===== src/rtl/audio_pkg.sv =====
// rtl/audio_pkg.sv - shared defaults and sample-pair type for the audio DAC path
package audio_pkg;

   localparam int SAMPLE_W_DEF     = 16;
   localparam int FRAME_CYCLES_DEF = 250;

   typedef struct packed {
      logic [SAMPLE_W_DEF-1:0] left;
      logic [SAMPLE_W_DEF-1:0] right;
   } stereo_sample_t;

endpackage


===== src/rtl/audio_slot_counter.sv =====
// rtl/audio_slot_counter.sv - frame slot counter, LRCK flop and bit-slot strobes
module audio_slot_counter
   import audio_pkg::*;
#(
   parameter int SAMPLE_W     = SAMPLE_W_DEF,
   parameter int FRAME_CYCLES = FRAME_CYCLES_DEF
) (
   input  logic clk,
   input  logic reset,
   output logic load,
   output logic left_bit_en,
   output logic right_bit_en,
   output logic aud_daclrck
);

   localparam int CW   = $clog2(FRAME_CYCLES);
   localparam int HALF = FRAME_CYCLES / 2;

   logic [CW-1:0] cnt_q, cnt_d;
   logic          lrck_q, lrck_d;

   // Strobes fire one cycle ahead of the slot whose data bit they launch.
   always_comb begin
      load         = (cnt_q == CW'(FRAME_CYCLES - 1));
      cnt_d        = load ? '0 : cnt_q + CW'(1);
      lrck_d       = (cnt_d < CW'(HALF));
      left_bit_en  = (cnt_q < CW'(SAMPLE_W));
      right_bit_en = (cnt_q >= CW'(HALF)) && (cnt_q < CW'(HALF + SAMPLE_W));
   end

   always_ff @(posedge clk) begin
      if (reset) begin
         cnt_q  <= CW'(FRAME_CYCLES - 1);
         lrck_q <= 1'b0;
      end else begin
         cnt_q  <= cnt_d;
         lrck_q <= lrck_d;
      end
   end

   assign aud_daclrck = lrck_q;

endmodule


===== src/rtl/audio_dac_serializer.sv =====
// rtl/audio_dac_serializer.sv - stereo PCM to I2S-style DAC frame serializer
// Optional debug taps and underrun counter under AUDIO_SERIALIZER_DEBUG_EN.
module audio_dac_serializer
   import audio_pkg::*;
#(
   parameter int SAMPLE_W     = SAMPLE_W_DEF,
   parameter int FRAME_CYCLES = FRAME_CYCLES_DEF
) (
   input  logic                clk,
   input  logic                reset,
   input  logic                s_valid,
   output logic                s_ready,
   input  logic [SAMPLE_W-1:0] s_left,
   input  logic [SAMPLE_W-1:0] s_right,
   output logic                aud_daclrck,
   output logic                aud_dacdat,
   output logic                underrun
`ifdef AUDIO_SERIALIZER_DEBUG_EN
   ,
   output logic                debug_daclrck,
   output logic                debug_dacdat,
   output logic [15:0]         underrun_cnt
`endif
);

   logic load, left_bit_en, right_bit_en, hs;

   stereo_sample_t      pend_q, pend_d;
   logic                pend_full_q, pend_full_d;
   logic                started_q, started_d;
   logic [SAMPLE_W-1:0] left_sr_q, left_sr_d;
   logic [SAMPLE_W-1:0] right_sr_q, right_sr_d;
   logic                dat_q, dat_d;
   logic                underrun_q, underrun_d;

   audio_slot_counter #(
      .SAMPLE_W     (SAMPLE_W),
      .FRAME_CYCLES (FRAME_CYCLES)
   ) u_slot_counter (
      .clk          (clk),
      .reset        (reset),
      .load         (load),
      .left_bit_en  (left_bit_en),
      .right_bit_en (right_bit_en),
      .aud_daclrck  (aud_daclrck)
   );

   always_comb begin
      s_ready     = !reset && (!pend_full_q || load);
      hs          = s_valid && s_ready;
      pend_d      = pend_q;
      pend_full_d = pend_full_q;
      started_d   = started_q || hs;
      left_sr_d   = left_sr_q;
      right_sr_d  = right_sr_q;
      dat_d       = 1'b0;
      underrun_d  = load && !pend_full_q && started_q;

      if (load) begin
         // An empty buffer at frame start mutes the whole frame.
         left_sr_d   = pend_full_q ? pend_q.left  : '0;
         right_sr_d  = pend_full_q ? pend_q.right : '0;
         pend_full_d = 1'b0;
      end else begin
         if (left_bit_en) begin
            dat_d     = left_sr_q[SAMPLE_W-1];
            left_sr_d = {left_sr_q[SAMPLE_W-2:0], 1'b0};
         end
         if (right_bit_en) begin
            dat_d      = right_sr_q[SAMPLE_W-1];
            right_sr_d = {right_sr_q[SAMPLE_W-2:0], 1'b0};
         end
      end

      if (hs) begin
         pend_d.left  = s_left;
         pend_d.right = s_right;
         pend_full_d  = 1'b1;
      end
   end

   always_ff @(posedge clk) begin
      if (reset) begin
         pend_q      <= '0;
         pend_full_q <= 1'b0;
         started_q   <= 1'b0;
         left_sr_q   <= '0;
         right_sr_q  <= '0;
         dat_q       <= 1'b0;
         underrun_q  <= 1'b0;
      end else begin
         pend_q      <= pend_d;
         pend_full_q <= pend_full_d;
         started_q   <= started_d;
         left_sr_q   <= left_sr_d;
         right_sr_q  <= right_sr_d;
         dat_q       <= dat_d;
         underrun_q  <= underrun_d;
      end
   end

   assign aud_dacdat = dat_q;
   assign underrun   = underrun_q;

`ifdef AUDIO_SERIALIZER_DEBUG_EN
   logic        dbg_lrck_q, dbg_dat_q;
   logic [15:0] ur_cnt_q;

   always_ff @(posedge clk) begin
      if (reset) begin
         dbg_lrck_q <= 1'b0;
         dbg_dat_q  <= 1'b0;
         ur_cnt_q   <= '0;
      end else begin
         dbg_lrck_q <= aud_daclrck;
         dbg_dat_q  <= dat_q;
         if (underrun_q && (ur_cnt_q != 16'hFFFF)) ur_cnt_q <= ur_cnt_q + 16'd1;
      end
   end

   assign debug_daclrck = dbg_lrck_q;
   assign debug_dacdat  = dbg_dat_q;
   assign underrun_cnt  = ur_cnt_q;
`endif

endmodule


===== config.mk =====
export PLATFORM = sky130hd
export DESIGN_NAME = audio_dac_serializer
export DESIGN_NICKNAME = d
export VERILOG_FILES = /design/src/rtl/audio_pkg.sv /design/src/rtl/audio_slot_counter.sv /design/src/rtl/audio_dac_serializer.sv
export SDC_FILE = /design/constraint.sdc
export NUM_CORES = 1
export LEC_CHECK = 0
export ABC_AREA = 1
export CORE_MARGIN = 3
export CORE_UTILIZATION = 50
export CTS_BUF_LIST = sky130_fd_sc_hd__clkbuf_2
export DETAILED_ROUTE_END_ITERATION = 7
export GPL_TIMING_DRIVEN = 0
export PLACE_DENSITY_LB_ADDON = 0.08
export SYNTH_ARGS = -nofsm -noshare
export SYNTH_HDL_FRONTEND = slang
export SYNTH_SLANG_ARGS = --single-unit

===== constraint.sdc =====
create_clock -name clk -period 2.1 [get_ports clk]
set_input_delay 0.63 -clock clk [delete_from_list [all_inputs] [get_ports clk]]
set_output_delay 0.63 -clock clk [all_outputs]
set_load 0.03 [all_outputs]

; After elaboration in Yosys (flattened, before gate mapping)
; Cells that the tools add are included.
[totals]
reg_bits = 77
in_bits = 35
output_inout_bits = 4
wordCells = 40
[classes]
add_sub_neg = 1
magnitude_cmp = 4
eq_ne = 1
mux = 11
n_reduce_logical = 13
[ops]
columns = operator, count
row1 = two-way mux 16 bit, 6
row2 = adder 8 x 1 -> 8 bit (second input constant), 1
row3 = equality test 8 bit (second input constant), 1
row4 = greater-or-equal comparator 8 x 7 -> 1 bit (second input constant), 1
row5 = < comparator 8 x 5 -> 1 bit (second input constant), 1
row6 = < comparator 8 x 7 -> 1 bit (second input constant), 1
row7 = < comparator 8 bit (second input constant), 1
row8 = two-way mux 8 bit, 1
row9 = nonzero test 2 bit, 3
row10 = logical AND 1 bit, 5
row11 = two-way mux 1 bit, 4
row12 = logical NOT 1 bit, 2
row13 = logical OR 1 bit, 2
row14 = OR reduction 2 bit, 1

; Longest topological paths before layout
; Gate-level depths: netlist of run 1.
[logic_depth]
ltp_word = 5
depth_mapped = 12
depth_no_buf = 11

; Modules after synthesis
; A second synthesis of run 1 with hierarchy kept.
[unflattened]
cells_unflattened = 604
hier_area_um2 = 3766.1
[modules_own_cells]
columns = mod, n_inst, cells_per_inst, area_per_inst_um2, seq_area_each_um2
row1 = audio_dac_serializer, 1, 527, 3239.4, 1361.3
row2 = audio_slot_counter, 1, 77, 526.8, 180.2

; Least setup slack after synthesis of run 1
; Ideal clock, no wire load.
[synth_path]
path_kind = flip-flop to output port
start = register u_slot_counter.cnt_q[0]
end = output port s_ready
arrival_time_ps = 1339
required_ps = 1470
setup_slack_ps = 131
path_stages_with_launch = 7
path_buffers = 1
cell_sequence = dfxtp_1 > ha_1 > nand2_1 > nor2_1 > nand2_4 > a21oi_4 > buf_2
[synth_between]
elab_chain_cells = 3
[synth_lines]
columns = element, line
row1 = start: declaration, audio_slot_counter.sv:19  ; logic [CW-1:0] cnt_q, cnt_d;
row2 = start signal: assignment, audio_slot_counter.sv:33  ; cnt_q <= CW'(FRAME_CYCLES - 1);
row3 = start signal: assignment, audio_slot_counter.sv:36  ; cnt_q <= cnt_d;
row4 = equality test 8 bit, audio_slot_counter.sv:24  ; load = (cnt_q == CW'(FRAME_CYCLES - 1));
row5 = logical OR 1 bit, audio_dac_serializer.sv:49  ; s_ready = !reset && (!pend_full_q || load);
row6 = logical AND 1 bit, audio_dac_serializer.sv:49
row7 = end: declaration, audio_dac_serializer.sv:12  ; output logic s_ready,
; No other way between the ends.

; Final worst setup path of run 1
[layout_path]
start = register u_slot_counter.cnt_q[1]
end = output port s_ready
; Same word-level chain as after synthesis.

==> results of run 1 <==
-- worst paths after layout --
path,depth (start not counted),from,to
setup / recovery,7,u_slot_counter.cnt_q[1],s_ready
hold / removal,2,pend_q[0],pend_q[0]
setup reg to reg,8,u_slot_counter.cnt_q[0],right_sr_q[14]
hold reg to reg,2,pend_q[0],pend_q[0]
-- state kept, by name, summed over array words and instances (netlist names) --
| register | flops |
|---|---|
| aud_dacdat | 1 |
| left_sr_q | 16 |
| pend_full_q | 1 |
| pend_q | 32 |
| right_sr_q | 16 |
| started_q | 1 |
| u_slot_counter.aud_daclrck | 1 |
| u_slot_counter.cnt_q | 8 |
| underrun | 1 |
-- worst max-delay path, cell delays in order, from the launching register on --
cell and delay [ns]:
dfxtp_2 0.37, inv_2 0.07, ha_4 0.14, nand2_4 0.05, nor2_4 0.10, nand2_4 0.07, a21oi_4 0.19, buf_6 0.16
-- power by group through the flow --
stage | combinational (mW) | sequential, mW | clock (mW)
after floorplan | 1.27 | 1.84 | 0
after global placement | 1.69 | 1.85 | 0
after detailed placement | 1.70 | 1.85 | 0
after CTS | 1.83 | 1.82 | 0.895
after global routing | 2.10 | 1.85 | 0.956
final | 1.87 | 1.83 | 0.879
-- routing by layer --
layer  GRT usage  share of wire  vias up
met5           0              0        -
met4      0.0714         0.0039        0
met3      0.0345          0.044        2
met2       0.343           0.45       71
met1       0.322           0.50     1443
li1            -              -     1654
-- timing repair --
item                       4_1_cts  5_1_grt
pin swaps                        4        3
buffers inserted                 6        1
resized for setup               21        3
setup endpoints to repair        4        1
-- logic make-up after synthesis --
logic type,Yosys count,share of synthesized area
and+or+nand+nor,273,0.358
DFF,77,0.453
buffers and inverters,62,0.0853
AOI/OAI and AO/OA,56,0.0897
adders and majority gates,3,0.0110
xor gates and xnor gates,1,0.00257
-- through the flow --
| stage | util | setup TNS, ns | std cells |
|---|---|---|---|
| floorplan | - | 0 | 472 |
| global placement | 0.598 | -0.669 | 585 |
| detailed placement | 0.598 | -0.688 | 585 |
| CTS | 0.629 | -0.269 | 606 |
| global route | 0.629 | -0.238 | 606 |
| finish | 0.629 | -0.156 | 606 |
-- cells in the mapped netlist --
cell type	count	area, um^2
nand3_2	1	10.0
buf_6	5	56.3
nor2_4	1	11.3
xor2_1	1	8.76
ha_1	3	37.5
o21bai_1	1	7.51
buf_4	2	15.0
inv_1	29	109
clkinv_1	1	3.75
nand2_1	151	567
a31oi_1	1	6.26
dfxtp_1	77	1540
a21boi_0	1	7.51
nand4_2	1	12.5
nor4_1	1	6.26
a21oi_1	21	105
nor2_8	1	20.0
nand2_4	1	11.3
o21ai_0	24	120
a21oi_4	1	16.3
buf_2	10	50.1
nor2_1	16	60.1
clkbuf_1	14	52.6
nand2_2	2	12.5
o21ai_1	6	30.0
nand4_1	15	93.8
buf_1	1	3.75
o211ai_2	1	12.5
nand3_1	83	415
-- layout make-up --
| cell class | instances | area (um^2) | area share |
|---|---|---|---|
| Buffer | 31 | 173 | 0.0425 |
| Clock buffer | 9 | 45.0 | 0.0111 |
| Clock inverter | 6 | 78.8 | 0.0194 |
| Inverter | 30 | 113 | 0.0277 |
| Multi-Input combinational cell | 333 | 1600 | 0.393 |
| Sequential cell | 77 | 1550 | 0.381 |
| Tap cell | 77 | 96.3 | 0.0237 |
| Timing Repair Buffer | 43 | 410 | 0.101 |
==> summary.md, run 1 <==
| Metric | Value |
|---|---|
| Status | `finished with violations` |
| Failing checks | `setup timing` |
| Clock latency on the worst-skew pair | `0.50 ns` |
| Routed WL | `8.01 mm` |
| CP required | `1.47 ns` |
| Max transition margin | `0.649` |
| Leakage power | `1.83 nW` |
| Placed Instance Area | `3860 um^2` |
| Syn Nets | `510` |
| Commonest non-fill, non-tap cell in the layout | `nand2_1` |
| DR DRC count | `0` |
| Yosys warns | `0` |
| CTS clock-pin slew for the worst setup and hold paths | `0.19 ns` |
| Final Hold Viols | `0` |
| Startpoint Class | `flop` |
| Cell internal pwr | `2.73 mW` |
| Row count | `29` |
| Largest net degree at the start of global routing | `13` |
| Die H | `88.5 um` |
| Worst-path maximum fanout | `3` |
| Max cap viols | `0` |
| Final setup margin | `-0.156 ns` |
| Filler cells | `614` |
| #FFs+latches synth | `77` |
| Worst hold path type | `reg2reg` |
| Dpl hpwl | `5.69 mm` |
| Routed vias | `3170` |
| Fmax | `443 MHz` |
| Clock H-tree levels | `3` |
| Final instance area | `4060 um^2` |
| Pre-antenna DRT Iters | `4` |
| Num ports | `39` |
| Setup slack after placement | `-0.688 ns` |
| Sequential share of power | `0.399` |
| Number of distinct library cells after synthesis | `29` |
| Global route total overflow | `0` |
| CTS tree | `built` |
| Average wire per standard cell | `13.2 um` |
| Die width | `88.5 um` |
| Area Overhead vs Synth | `19.4%` |
| Initial antenna violation count | `0` |
| Vias per cell | `5.23` |
| Post-layout nets | `563` |
| RSZ-0062 raised after global routing | `true` |
| WHS | `0.479 ns` |
| Worst-margin pin slew | `0.527 ns` |
| Antenna diode count | `0` |
| Setup Viol. Count Final | `1` |
| Starting density of the core | `0.527` |
| R2R setup slack | `0.30 ns` |
| VDD IR-drop max | `0.542 mV` |
| Layout cells sized above 1 | `0.100` |
| CTS sink cnt | `77` |
| Seq/Total Area, Yosys | `0.453` |
| Placeable Area | `6460 um^2` |
| Vias in the first global route | `2924` |
| Sw frac | `0.404` |
| Netlist Area Pre-Place | `3400 um^2` |
| Clk root buf | `clkbuf_2` |
| Critical path type | `reg2out` |
| Most frequent cells in the layout | `nand2_1, nand3_1, dfxtp_1, clkdlybuf4s50_1, inv_1` |
| Tot Pwr | `4.58 mW` |
| Final Cycle Share | `1.07` |
| 1st-iter DRT viols | `131` |
| Mapped Cells | `472` |
| Synthesized area per cell | `7.21 um^2` |
| Setup Skew | `0.0224 ns` |
| CTS Buffer Depth | `2` |
| Sw Pwr | `1.85 mW` |
| Cts hold-fix bufs | `0` |
| Slew Viols, Final | `0` |
| Comb pwr share | `0.409` |
| First-pass GRT wire length | `13.7 mm` |
| Crit path DAT | `1.63 ns` |
| Routability congestion estimate | `0.837` |
| Cell area power density | `1130 nW/um^2` |
| IO buf count | `36` |
| Minimum clock period | `2.26 ns` |
| Worst Setup End Kind | `output pin` |
| Die footprint | `7830 um^2` |
| Post-route ant nets | `0` |
| Clock network power share | `0.192` |
| CTS Buf Count | `9` |
| All-Layer GR Usage | `0.223` |
No activity file was read; power rests on OpenSTA's default activity.
==> inputs of run 2 (changes only) <==
--- a/config.mk
+++ b/config.mk
@@ -12,6 +12,7 @@
 export DETAILED_ROUTE_END_ITERATION = 7
 export GPL_TIMING_DRIVEN = 0
 export PLACE_DENSITY_LB_ADDON = 0.08
+export SLEW_MARGIN = 10
 export SYNTH_ARGS = -nofsm -noshare
 export SYNTH_HDL_FRONTEND = slang
 export SYNTH_SLANG_ARGS = --single-unit
==> results of run 2 <==
The final DEF is identical to that of run 1; final timing and power are the same.
==> inputs of run 3 (changes only) <==
--- a/config.mk
+++ b/config.mk
@@ -15,4 +15,5 @@
 export SLEW_MARGIN = 10
 export SYNTH_ARGS = -nofsm -noshare
 export SYNTH_HDL_FRONTEND = slang
+export SYNTH_HIERARCHICAL = 1
 export SYNTH_SLANG_ARGS = --single-unit
==> constraint.sdc (replaced) <==
create_clock -name clk -period 1.9 [get_ports clk]
set_input_delay 0.57 -clock clk [delete_from_list [all_inputs] [get_ports clk]]
set_output_delay 0.57 -clock clk [all_outputs]
set_load 0.03 [all_outputs]
==> run 3 against run 2 <==
- sequential power up 20%
- clock power down 21%
- cell count up 26%
- sequential cell count unchanged
- largest cell class unchanged
- synthesized cell count up 28%
- highest routed layer unchanged
- the run still ends with setup timing left
- sequential share of layout area down 3.9 points
- critical path depth up 3
- utilization down 0.76 points
- worst hold slack worse by 0.10 ns
- count of clock-buffer cells in the layout up 2
- via count up 14%
==> summary.md, run 3 <==
| Metric | Value |
|---|---|
| DR DRC count | `0 (unchanged)` |
| Hold path endpoint | `pend_full_q` |
| Num ports | `39 (unchanged)` |
| Routed vias | `3605 (+14%)` |
| Worst-margin pin slew | `0.828 ns (+0.301 ns)` |
| Post-route ant nets | `0 (unchanged)` |
| R2R setup slack | `-0.07 ns (-0.37 ns)` |
| Top cell type's share of synthesized area | `0.409 (-0.0436)` |
| Most frequent cells in the layout | `nand2_1, nor2_1, inv_1, dfxtp_1` |
| Die H | `92.8 um (+4.8%)` |
| CTS Buffer Depth | `2 (unchanged)` |
| Max FFs per register | `32 (unchanged)` |
| Worst Setup End Kind | `output pin` |
| RSZ-0062 raised after global routing | `true` |
| Largest net degree at the start of global routing | `19 (+6)` |
| Max cap viols | `0 (unchanged)` |
| Synth top cells by count | `nand2_1, nor2_1, inv_1, dfxtp_1, nand4_1` |
| Average wire per standard cell | `11.6 um (-12%)` |
| Starting density of the core | `0.516 (-0.0105)` |
| Cell area power density | `1430 nW/um^2 (+27%)` |
| Crit path DAT | `1.78 ns (+0.15 ns)` |
| Die footprint | `8610 um^2 (+9.9%)` |
| Seq/Total Area, Yosys | `0.409 (-0.0436)` |
| Vias per cell | `4.72 (-9.8%)` |
| Comb pwr share | `0.556 (+0.147)` |
| Met1 Usage GRT | `0.284 (-0.0380)` |
| Max transition margin | `0.443 (-0.205)` |
| Fmax | `426 MHz` |
| Worst hold path type | `in2reg` |
| GR Util met2 | `0.345 (+0.00231)` |
| Clock latency on the worst-skew pair | `0.50 ns (about the same)` |
| #FFs+latches synth | `77 (unchanged)` |
| Final setup TNS | `-0.757 ns (-0.601 ns)` |
| Clk root buf | `clkbuf_2` |
| Area Overhead vs Synth | `20.4%` |
| CTS sink cnt | `77 (unchanged)` |
| Pre-antenna DRT Iters | `7 (+3)` |
| Commonest non-fill, non-tap cell in the layout | `nand2_1` |
| Final setup margin | `-0.448 ns (-0.292 ns)` |
| Leakage power | `2.24 nW (+22%)` |
| Die width | `92.8 um (+4.8%)` |
| Largest Register | `pend_q` |
| Mapped Cells | `604 (+28%)` |
| Setup slack after placement | `-1.17 ns (-0.484 ns)` |
| Number of distinct library cells after synthesis | `27 (-6.9%)` |
| Cell internal pwr | `3.60 mW (+32%)` |
| Final Hold Viols | `0 (unchanged)` |
| Setup Viol. Count Final | `11 (+10)` |
| Sw Pwr | `2.91 mW (+57%)` |
| Worst R2R Path Depth | `7 (-1)` |
| EDFF count, synth | `0 (unchanged)` |
| 1st-iter DRT viols | `176 (+34%)` |
| IO buf count | `37 (+2.8%)` |
| Hold Startpoint | `s_valid` |
| Status | `finished with violations` |
| Minimum clock period | `2.35 ns` |
| Synthesized area per cell | `6.24 um^2 (-14%)` |
| RR Startpoint | `u_slot_counter/cnt_q[6]` |
| Filler cells | `737 (+20%)` |
| CTS tree | `built` |
| Routability congestion estimate | `0.858 (+2.6%)` |
| CTS Buf Count | `9 (unchanged)` |
| Most frequent cell after synthesis | `nand2_1` |
| Dpl hpwl | `6.05 mm (+6.3%)` |
| Placeable Area | `7290 um^2 (+13%)` |
| Synth area leaders | `dfxtp_1, nand2_1, nor2_1` |
| Routed WL | `8.86 mm (+10%)` |
| Failing checks | `setup timing` |
| Antenna diode count | `0 (unchanged)` |
| Row count | `31 (+6.9%)` |
| First-pass GRT wire length | `14.7 mm (+7.7%)` |
| Cts hold-fix bufs | `0 (unchanged)` |
| Slew Viols, Final | `0 (unchanged)` |
| Sw frac | `0.447 (+0.0431)` |
| CP required | `1.33 ns (-0.14 ns)` |
| WHS Path Cells | `3 (+1)` |
| Syn Nets | `642 (+26%)` |
| Ys async rst share | `0 (unchanged)` |
| Global route total overflow | `0 (unchanged)` |
| Startpoint Class | `flop` |
| Busiest grt layer | `met2` |
| CTS clock-pin slew for the worst setup and hold paths | `0.19 ns (about the same)` |
| Worst-path maximum fanout | `2 (-1)` |
| Reg-to-Reg End | `left_sr_q[6]` |
| Vias in the first global route | `3301 (+13%)` |
| Clock network power share | `0.107 (-0.085)` |
| Final Cycle Share | `1.24` |
| Post-layout nets | `700 (+24%)` |
| Yosys warns | `6 (+6)` |
| Synth Flop Type | `dfxtp_1` |
| Final core utilization | `0.622 (-0.00756)` |
| Multi-input combinational cell area | `1800 um^2 (+13%)` |
| Top flop regs | `pend_q (32), left_sr_q (16), right_sr_q (16)` |
| Met3 usage | `0.0357 (+0.00129)` |
| Sequential share of power | `0.338 (-0.061)` |
| Setup Skew | `0.0180 ns (-0.00437 ns)` |
| Critical path type | `reg2out` |
| Initial antenna violation count | `0 (unchanged)` |
| VDD IR-drop max | `0.548 mV (+1.1%)` |
| Seq. cell area | `1550 um^2 (+0.16%)` |
| Layout cells sized above 1 | `0.120 (+0.0201)` |
| Netlist Area Pre-Place | `3770 um^2 (+11%)` |
| Clock H-tree levels | `3 (unchanged)` |
| All-Layer GR Usage | `0.213 (-0.0101)` |
| Synth area leader | `dfxtp_1` |
-- run 3: cell types whose count changed after synthesis, sizes merged, moves of 2 or more --
cell	change
inv	+53
a21oi	-18
clkbuf	-9
nor3	+2
nand4	+17
buf	+8
nand2	+62
nor2	+117
o21ai	-22
nand3	-77
-- run 3: per-layer routing --
metal,wire length (um),vias up
li1,-,1926
met2,4140,68
met4,120,0
met5,0,-
met1,4190,1599
met3,408,12
-- run 3: cell type report --
type | count | area share
multi-input combinational | 414 | 0.398
clock inverter | 3 | 0.00331
sequential | 77 | 0.342
timing repair buffer | 48 | 0.106
inverter | 82 | 0.0696
clock buffer | 11 | 0.0121
buffer | 30 | 0.0414
tap | 99 | 0.0273
-- run 3: kinds of logic (layout without fill, tap and decap cells) --
logic type               count (synthesis)  count (layout)  synth area share
XOR/XNOR                                 1               1           0.00233
buffers and inverters                  113             174             0.127
flip-flops                              77              77             0.409
adder cells (fa/ha/maj)                  3               3           0.00997
AO/OA/AOI/OAI                           16              16            0.0262
AND/OR/NAND/NOR                        394             394             0.426
-- run 3: worst max-delay path: stages, from the launching register on --
cell and delay, ns:
dfxtp_2 0.36, inv_2 0.07, ha_4 0.13, nand2_2 0.04, nor2_2 0.08, nand2_2 0.08
inv_4 0.09, inv_6 0.03, buf_8 0.11, a21oi_4 0.13, buf_6 0.15
-- run 3: worst max-delay path by stage --
stage	depth (start not counted)	to	slack, ns	start
floorplan	9	s_ready	0.003	u_slot_counter/cnt_q[1]
global placement	5	s_ready	-1.15	reset
detailed placement	5	s_ready	-1.17	reset
CTS	10	s_ready	-0.52	u_slot_counter/cnt_q[1]
global route	10	s_ready	-0.58	u_slot_counter/cnt_q[1]
finish	10	s_ready	-0.45	u_slot_counter/cnt_q[1]
-- run 3: timing repair --
action | in CTS | in global routing
pin swaps | 3 | 6
gates cloned | 0 | 1
setup endpoints to repair | 22 | 49
resized for setup | 19 | 16
buffers inserted | 6 | 4
-- run 3: through the flow --
stage | hold WS (ns) | instances | total power, mW | area (um^2)
final | 0.374 | 764 | 6.50 | 4530
after global routing | 0.333 | 764 | 7.15 | 4530
after CTS | 0.318 | 759 | 6.19 | 4430
after detailed placement | 0.441 | 740 | 5.27 | 4290
after global placement | 0.434 | 740 | 5.20 | 4290
after floorplan | 0.422 | 604 | 4.56 | 3800
-- run 3: power groups by stage --
stage | combinational, mW | sequential [mW] | clock (mW)
floorplan | 2.37 | 2.19 | 0
global placement | 2.98 | 2.22 | 0
detailed placement | 3.05 | 2.23 | 0
CTS | 3.28 | 2.18 | 0.722
global route | 4.11 | 2.24 | 0.791
finish | 3.61 | 2.20 | 0.694
